==> config.mk <==
export PLATFORM = sky130hd
export DESIGN_NAME = rtc_bus_reader
export DESIGN_NICKNAME = d
export VERILOG_FILES = /design/src/rtl/rtc_bus_reader.sv
export SDC_FILE = /design/constraint.sdc
export NUM_CORES = 1
export LEC_CHECK = 0
export CAP_MARGIN = 20
export CORE_ASPECT_RATIO = 1.2
export CORE_MARGIN = 5
export CORE_UTILIZATION = 52
export DETAILED_ROUTE_END_ITERATION = 6
export PLACE_DENSITY = 0.8
export SKIP_CTS_REPAIR_TIMING = 1
export SKIP_LAST_GASP = 1
export SYNTH_ARGS = -nofsm -noshare
export SYNTH_HDL_FRONTEND = slang
export SYNTH_SLANG_ARGS = --single-unit
==> constraint.sdc <==
create_clock -name clk -period 2.95 [get_ports clk]
set_clock_uncertainty 0.2 [all_clocks]
set_input_delay 0.295 -clock clk [delete_from_list [all_inputs] [get_ports clk]]
set_output_delay 0.295 -clock clk [all_outputs]
set_load 0.02 [all_outputs]
==> src/rtl/rtc_bus_reader.sv <==
// rtc_bus_reader: sweeps a fixed table of 11 RTC registers over the multiplexed
// AD bus and hands each value to the register bank with a one-cycle AoD low.
module rtc_bus_reader #(
  parameter int unsigned T_PHASE     = 4,
  parameter int unsigned REFRESH_GAP = 1000
) (
  input  logic       clk,
  input  logic       reset,
  input  logic       enable,
  input  logic [7:0] ad_in,
  output logic [7:0] ad_out,
  output logic       ad_oe,
  output logic       cs_n,
  output logic       rd_n,
  output logic       wr_n,
  output logic       rtc_ad,
  output logic [7:0] address,
  output logic [7:0] data_vga,
  output logic       AoD,
  output logic       busy,
  output logic       sweep_done
);

  typedef enum logic [2:0] {
    S_IDLE,
    S_ASETUP,
    S_AWRITE,
    S_AHOLD,
    S_DREAD,
    S_PUBLISH,
    S_RECOVER,
    S_WAIT
  } state_e;

  localparam logic [3:0]  LAST_IDX   = 4'd10;
  localparam logic [7:0]  PHASE_LAST = 8'(T_PHASE - 1);
  localparam int unsigned GAP_CYCLES = (REFRESH_GAP == 0) ? 1 : REFRESH_GAP;
  localparam logic [15:0] GAP_LAST   = 16'(GAP_CYCLES - 1);

  function automatic logic [7:0] reg_addr(input logic [3:0] idx);
    case (idx)
      4'd0:    reg_addr = 8'h21;
      4'd1:    reg_addr = 8'h22;
      4'd2:    reg_addr = 8'h23;
      4'd3:    reg_addr = 8'h24;
      4'd4:    reg_addr = 8'h25;
      4'd5:    reg_addr = 8'h26;
      4'd6:    reg_addr = 8'h27;
      4'd7:    reg_addr = 8'h28;
      4'd8:    reg_addr = 8'h41;
      4'd9:    reg_addr = 8'h42;
      default: reg_addr = 8'h43;
    endcase
  endfunction

  state_e      state_q, state_d;
  logic [7:0]  phase_q, phase_d;
  logic [15:0] gap_q, gap_d;
  logic [3:0]  idx_q, idx_d;
  logic [7:0]  address_q, address_d;
  logic [7:0]  data_q, data_d;
  logic        sweep_done_q, sweep_done_d;
  logic        phase_last;

  // NOTE: state registers use non-blocking assignments only; the synchronous
  // reset also clears address/data because they are directly visible outputs.
  always_ff @(posedge clk) begin
    if (reset) begin
      state_q      <= S_IDLE;
      phase_q      <= 8'd0;
      gap_q        <= 16'd0;
      idx_q        <= 4'd0;
      address_q    <= 8'h00;
      data_q       <= 8'h00;
      sweep_done_q <= 1'b0;
    end else begin
      state_q      <= state_d;
      phase_q      <= phase_d;
      gap_q        <= gap_d;
      idx_q        <= idx_d;
      address_q    <= address_d;
      data_q       <= data_d;
      sweep_done_q <= sweep_done_d;
    end
  end

  // NOTE: every signal written here gets a default first, so no path can
  // leave one unassigned and infer a latch.
  always_comb begin
    state_d      = state_q;
    phase_d      = 8'd0;
    gap_d        = 16'd0;
    idx_d        = idx_q;
    address_d    = address_q;
    data_d       = data_q;
    sweep_done_d = 1'b0;
    phase_last   = (phase_q == PHASE_LAST);

    case (state_q)
      S_IDLE: begin
        idx_d = 4'd0;
        if (enable) state_d = S_ASETUP;
      end
      S_ASETUP: begin
        if (phase_last) state_d = S_AWRITE;
        else            phase_d = phase_q + 8'd1;
      end
      S_AWRITE: begin
        if (phase_last) state_d = S_AHOLD;
        else            phase_d = phase_q + 8'd1;
      end
      S_AHOLD: begin
        if (phase_last) state_d = S_DREAD;
        else            phase_d = phase_q + 8'd1;
      end
      S_DREAD: begin
        if (phase_last) begin
          data_d  = ad_in;
          state_d = S_PUBLISH;
        end else begin
          phase_d = phase_q + 8'd1;
        end
      end
      S_PUBLISH: state_d = S_RECOVER;
      S_RECOVER: begin
        if (!phase_last) begin
          phase_d = phase_q + 8'd1;
        end else begin
          // enable is only honoured here and in WAIT so a read always completes
          sweep_done_d = (idx_q == LAST_IDX);
          if (!enable) begin
            idx_d   = 4'd0;
            state_d = S_IDLE;
          end else if (idx_q == LAST_IDX) begin
            idx_d   = 4'd0;
            state_d = S_WAIT;
          end else begin
            idx_d   = idx_q + 4'd1;
            state_d = S_ASETUP;
          end
        end
      end
      S_WAIT: begin
        if (!enable) begin
          idx_d   = 4'd0;
          state_d = S_IDLE;
        end else if (gap_q == GAP_LAST) begin
          state_d = S_ASETUP;
        end else begin
          gap_d = gap_q + 16'd1;
        end
      end
      default: state_d = S_IDLE;
    endcase

    if (state_d == S_ASETUP && state_q != S_ASETUP) address_d = reg_addr(idx_d);
  end

  always_comb begin
    ad_out = 8'h00;
    ad_oe  = 1'b0;
    cs_n   = 1'b1;
    rd_n   = 1'b1;
    wr_n   = 1'b1;
    rtc_ad = 1'b1;
    case (state_q)
      S_ASETUP, S_AHOLD: begin
        cs_n   = 1'b0;
        rtc_ad = 1'b0;
        ad_oe  = 1'b1;
        ad_out = address_q;
      end
      S_AWRITE: begin
        cs_n   = 1'b0;
        rtc_ad = 1'b0;
        ad_oe  = 1'b1;
        ad_out = address_q;
        wr_n   = 1'b0;
      end
      S_DREAD: begin
        cs_n = 1'b0;
        rd_n = 1'b0;
      end
      default: ;
    endcase
  end

  assign address    = address_q;
  assign data_vga   = data_q;
  assign AoD        = (state_q != S_PUBLISH);
  assign busy       = (state_q != S_IDLE);
  assign sweep_done = sweep_done_q;

endmodule
# [Word level (Yosys, flattened, before mapping)]
# Memories as Yosys holds them, arrays and structs flattened. A register that Yosys moved wholly into a read port is not among the register bits.
# Index checks and enable logic that the tools add are counted.
[word_totals] register_bits=48 rom_bits=96 in_bits=11 output_inout_bits=32 elab_cells=61 n_memories=1
[op_classes] n_addsub=3 n_eq_ne=13 n_mux=22 n_bitwise=5 reduce_logical=10
[mem_list] memory="(no name shown)" words=16 width=6 read_ports=1 rd_clocked_by_memory_dff=1 wr=0 line_no="41" rtl="case (idx)"
[ops] cell="$mux W3" n=10
[ops] cell="$pmux W3 S8" n=1
[ops] cell="$add A16 B1 Y16 const B" n=1
[ops] cell="$eq A16 B10 Y1 const B" n=1
[ops] cell="$mux W4" n=4
[ops] cell="$eq A3 B3 Y1 const B" n=4
[ops] cell="$pmux W4 S3" n=1
[ops] cell="$reduce_or A3 Y1" n=3
[ops] cell="$add A8 B1 Y8 const B" n=1
[ops] cell="$eq A8 B2 Y1 const B" n=1
[ops] cell="$mux W8" n=1
[ops] cell="$reduce_or A4 Y1" n=2
[ops] cell="$eq A3 B1 Y1 const B" n=2
[ops] cell="$eq A3 B2 Y1 const B" n=2
[ops] cell="$mux W1" n=5
[ops] cell="$not A1 Y1" n=5
[ops] cell="$reduce_or A5 Y1" n=1
[ops] cell="$add A4 B1 Y4 const B" n=1
[ops] cell="$eq A4 B4 Y1 const B" n=1
[ops] cell="$logic_not A3 Y1" n=1
[ops] cell="$ne A3 B1 Y1 const B" n=1
[ops] cell="$ne A3 B3 Y1 const B" n=1
[ops] cell="$reduce_bool A3 Y1" n=1
[ops] cell="$reduce_and A2 Y1" n=1
[ops] cell="$logic_and A1 B1 Y1" n=1

# [Longest topological paths before layout]
# Gate-level depths: netlist of the first run.
[depth] depth_word=7 mapped_depth=11

# [Worst setup path before layout of the first run]
# Ideal clock, no wire load.
[synth_path] path_kind="register to register" startpoint="register phase_q[0]" endpoint="register address_q[0], in the netlist address[0]" setup_ns=0.096 t_arrival_ns=2.161 required_time_ns=2.654 path_slack_ns=0.493 stages_incl_launch_ff=11 path_buffers=1 period_less_slack_ns=2.457 path_cell_list="dfxtp_1 -> ha_1 -> nor3b_2 -> and2_1 -> buf_6 -> o21bai_4 -> a21oi_1 -> inv_1 -> ha_1 -> nor3b_2 -> o41ai_2"
[synth_between] elab_cells_between_ends=11
[synth_lines] element="start, declared" line_no="57" rtl="logic [7:0] phase_q, phase_d;"
[synth_lines] element="start signal, assigned" line_no="78" rtl="phase_q <= phase_d;"
[synth_lines] element="$eq A8 B2 Y1" line_no="97" rtl="phase_last = (phase_q == PHASE_LAST);"
[synth_lines] element="$mux W4" line_no="126" rtl="if (!phase_last) begin"
[synth_lines] element="$pmux W4 S3" line_no="99" rtl="case (state_q)"
[synth_lines] element="named net idx_d[0]" line_no="59" rtl="logic [3:0] idx_q, idx_d;"
[synth_lines] element="end, declared" line_no="60" rtl="logic [7:0] address_q, address_d;"
# The timed path passes the listed nets, and every way through them passes these cells.
# A chain may end at the register's enable or synchronous reset.

# [Worst setup path in the final report of the first run]
[layout_path] startpoint="register state_q[1]" endpoint="output cs_n"
[layout_between] elab_chain_len=3 elab_cells_between_ends=6
[layout_rtl] element="start, declared" line_no="56" rtl="state_e state_q, state_d;"
[layout_rtl] element="start signal, assigned" line_no="77" rtl="state_q <= state_d;"
[layout_rtl] element="$eq A3 B2 Y1, or another cell as far along" line_no="166" rtl="case (state_q)"
[layout_rtl] element="$reduce_or A4 Y1 (no line) (*)"
[layout_rtl] element="$mux W1 (*)" line_no="166"
[layout_rtl] element="end, declared" line_no="13" rtl="output logic cs_n,"
# Every way passes the cells marked *; elsewhere a longest branch is shown, timed or not.

==> results of run 1 <==
==> flip-flops by register name, indices dropped and copies added (netlist names) <==
register / count
idx_q: 4
gap_q: 16
phase_q: 8
state_q: 3
data_vga: 8
address: 6
sweep_done: 1
==> synthesized netlist by cell type, drive strengths merged (2+ instances only) <==
cell / count / area (sq um)
o41ai: 2 / 25.03
inv: 13 / 48.80
nor3: 3 / 15.01
nand4: 7 / 50.05
and3: 4 / 25.02
mux2i: 2 / 20.02
nand2: 24 / 90.09
a21oi: 15 / 90.09
nand3: 22 / 115.1
a221oi: 2 / 17.52
nand3b: 2 / 15.01
o22ai: 2 / 12.51
dfxtp: 46 / 920.9
nor3b: 5 / 47.54
buf: 6 / 46.29
nor2: 40 / 150.1
clkbuf: 8 / 30.03
or3: 2 / 12.51
and2: 8 / 50.05
xnor2: 6 / 52.55
nor4: 3 / 33.78
o21ai: 6 / 41.29
nand4b: 2 / 17.52
ha: 8 / 100.1
xor2: 14 / 122.6
a31oi: 4 / 25.02
==> worst max-delay path: cells and delay by family, from the launching register on <==
kind                   cells  cell delay [ps]
flip-flops                 1              430
buffers and inverters      2              740
AND/OR/NAND/NOR            3              760
==> logic make-up after synthesis <==
kind of cell    after synthesis  share of synthesized area
buf+inv                      27                    0.05479
compound gates               36                     0.1156
fa+ha+maj                     8                    0.04384
mux                           3                    0.01370
xor+xnor                     20                    0.07671
flops                        46                     0.4033
other cells                   1                   0.001642
simple gates                127                     0.2904
==> through the flow <==
step | hold slack, ps | cells | cell area (sq um) | setup slack [ps] | utilization
4_1_cts | 242.4 | 362 | 2805 | 220.6 | 0.6583
5_1_grt | 261.8 | 362 | 2805 | 47.03 | 0.6583
3_3_place_gp | 223.6 | 354 | 2691 | 383.6 | 0.6315
3_5_place_dp | 230.9 | 354 | 2691 | 280.8 | 0.6315
6_report | 242.9 | 362 | 2805 | 225.9 | 0.6583
2_1_floorplan | 195.8 | 271 | 2295 | 492.8 | -
==> layout make-up <==
class                           instances  share of cell area
Inverter                               13             0.01740
Multi-Input combinational cell        198              0.4451
Clock inverter                          3             0.01606
Timing Repair Buffer                   41              0.1436
Sequential cell                        46              0.3283
Tap cell                               56             0.02498
Clock buffer                            5             0.02453
==> routing by layer <==
layer | wire, microns | vias up
met3 | 187 | 9
li1 | - | 984
met4 | 80 | 0
met2 | 2526 | 37
met1 | 1971 | 876
met5 | 0 | -
==> path summary, 6_finish.rpt <==
kind	start	endpoint	slack [ps]
hold / removal	phase_q[0]$_SDFF_PP0_	phase_q[0]$_SDFF_PP0_	240
setup / recovery	state_q[1]$_SDFF_PP0_	cs_n	230
hold reg to reg	phase_q[0]$_SDFF_PP0_	phase_q[0]$_SDFF_PP0_	240
setup reg to reg	phase_q[0]$_SDFF_PP0_	address[2]$_SDFFE_PP0P_	380
==> where the power goes <==
| part | internal [mW] | total [mW] | switching (mW) |
|---|---|---|---|
| clock | 0.252 | 0.457 | 0.205 |
| sequential | 0.625 | 0.631 | 0.00621 |
| combinational | 0.0370 | 0.0808 | 0.0438 |
==> reports/results.md, run 1 <==
| Quantity | Value | Unit |
|---|---|---|
| Run status | finished clean | - |
| Cell type with the highest occurrence count on the critical path | nor2_1 | - |
| Area of all sequential standard cells | 920.9 | sq um |
| Estimated wirelength of the detail-placed design | 3582 | microns |
| Net count, final | 324 | - |
| Reg clk slew, reported paths | 80 | ps |
| Number of port buffers | 38 | - |
| Synth Warn # | 0 | - |
| Post-Syn Area per Cell | 8.520 | sq um |
| Final sum of negative setup slack | 0 | ps |
| Core Area | 4262 | sq um |
| RSZ-0062 raised after global routing | false | - |
| Total die area | 5822 | sq um |
| Reg2Reg Depth | 10 | - |
| Antenna violations before repair | 0 | - |
| Post-synth top flop | dfxtp_1 | - |
| Number of vias after detailed routing | 1,906 | - |
| Part of the Yosys area used for sequential elements | 0.4033 | - |
| Number of enable flip-flop cells after synthesis | 0 | - |
| Post-detailed-route count of antenna-violating nets | 0 | - |
| Final setup violation count | 0 | - |
| Global-route wire length before repair | 7866 | microns |
| Number of placement rows | 26 | - |
| Final Slew Violations | 0 | - |
| Multi-input gate area in the final layout | 1249 | sq um |
| Cell with the biggest individual delay on the critical path | clkdlybuf4s50_1 | - |
| Setup Crit Path Kind | reg -> out | - |
| Clock buffers created by TritonCTS | 5 | - |
| Critical Path End Type | primary output | - |
| Clk Latency, worst-skew pair | 300 | ps |
| Synth cell types | 48 | - |
| Vertical extent of the die | 82.59 | microns |
| Num Clock Sinks | 46 | - |
| Placer's final routability congestion estimate | 0.8348 | - |
| Crit-path cells | inv_1, nand2_1, nor2_1, nor2_1, clkdlybuf4s50_1 | - |
| Fill count | 364 | - |
| Worst voltage drop across the vdd grid | 281.7 | uV |
| Highest Clock Rate | 0.3671 | GHz |
| Count of H-tree levels built during CTS | 2 | - |
| Final-report hold violation count | 0 | - |
| Pleak | 1.000 | nW |
| Largest net degree at the start of global routing | 24 | - |
| Met1 usage | 0.1664 | - |
| # IOs | 43 | - |
| Post-synthesis cell area | 2283 | sq um |
| Leading cell type in the layout, fill and taps excluded | dfxtp_1 | - |
| GR Layer Usage met3 | 0.03753 | - |
| First-iteration detailed-routing DRC count | 128 | - |
| Root buffer cell | clkbuf_8 | - |
| Maximum clock path buffer count | 2 | - |
| Iteration count of the initial detailed-routing pass | 4 | - |
| Layout cell share with drive strength beyond 1 | 0.07190 | - |
| Count of inserted antenna diode cells | 0 | - |
| Post-detailed-routing wire length | 4766 | microns |
| Largest stage delay on the critical path | 580 | ps |
| Count of maximum capacitance violations | 0 | - |
| Period Utilization, post-route | 0.9234 | - |
| Largest driver fanout on the critical path | 11 | - |
| Pwr Density | 416.6 | nW/um^2 |
| Via-to-Cell Ratio | 5.265 | - |
| Grt peak-use layer | met2 | - |
| Startpoint type of the worst setup path | register | - |
| Data required time at the worst endpoint | 2460 | ps |
| Commonest cells after routing, fill and taps aside | 46 x dfxtp_1, 40 x nor2_1, 38 x clkdlybuf4s50_1 | - |
| TritonCTS clock tree | built | - |
| DRC | 0 | - |
| Layout overhead on the synthesized area | 22.85 | % |
| Fraction of registers with async set or reset after synthesis | 0 | - |
| Worst hold path class | reg -> reg | - |
| Minimum period implied by the final worst setup slack | 2724 | ps |
| Worst Max-Slew Pin Slew | 655.8 | ps |
| Relative slew margins | 0.5612 | - |
| Hold Crit Depth | 1 | - |
| Sum of overflow across all layers after global routing | 0 | - |
| Average wire per cell in the routed design | 13.17 | microns |
| Total Power | 1.169 | mW |
| Arrival time at the worst endpoint | 2230 | ps |
| Initial Utilization | 0.5358 | - |
| DIE WIDTH | 70.49 | microns |
| Routing usage on met2 | 0.3380 | - |
| Overall global routing resource usage | 0.1682 | - |
| Number of register bits inferred by synthesis | 46 | - |
| Vias in the first global route | 1,863 | - |
| Gate Count Post-Synth | 268 | - |
No activity file was read; power rests on OpenSTA's default activity.
==> run 2: changes to the inputs <==
SETUP_SLACK_MARGIN = 0.05   (was default)
SLEW_MARGIN = 10   (was default)
==> results of run 2 <==
Same layout as run 1 (identical final DEF). Status: finished clean.
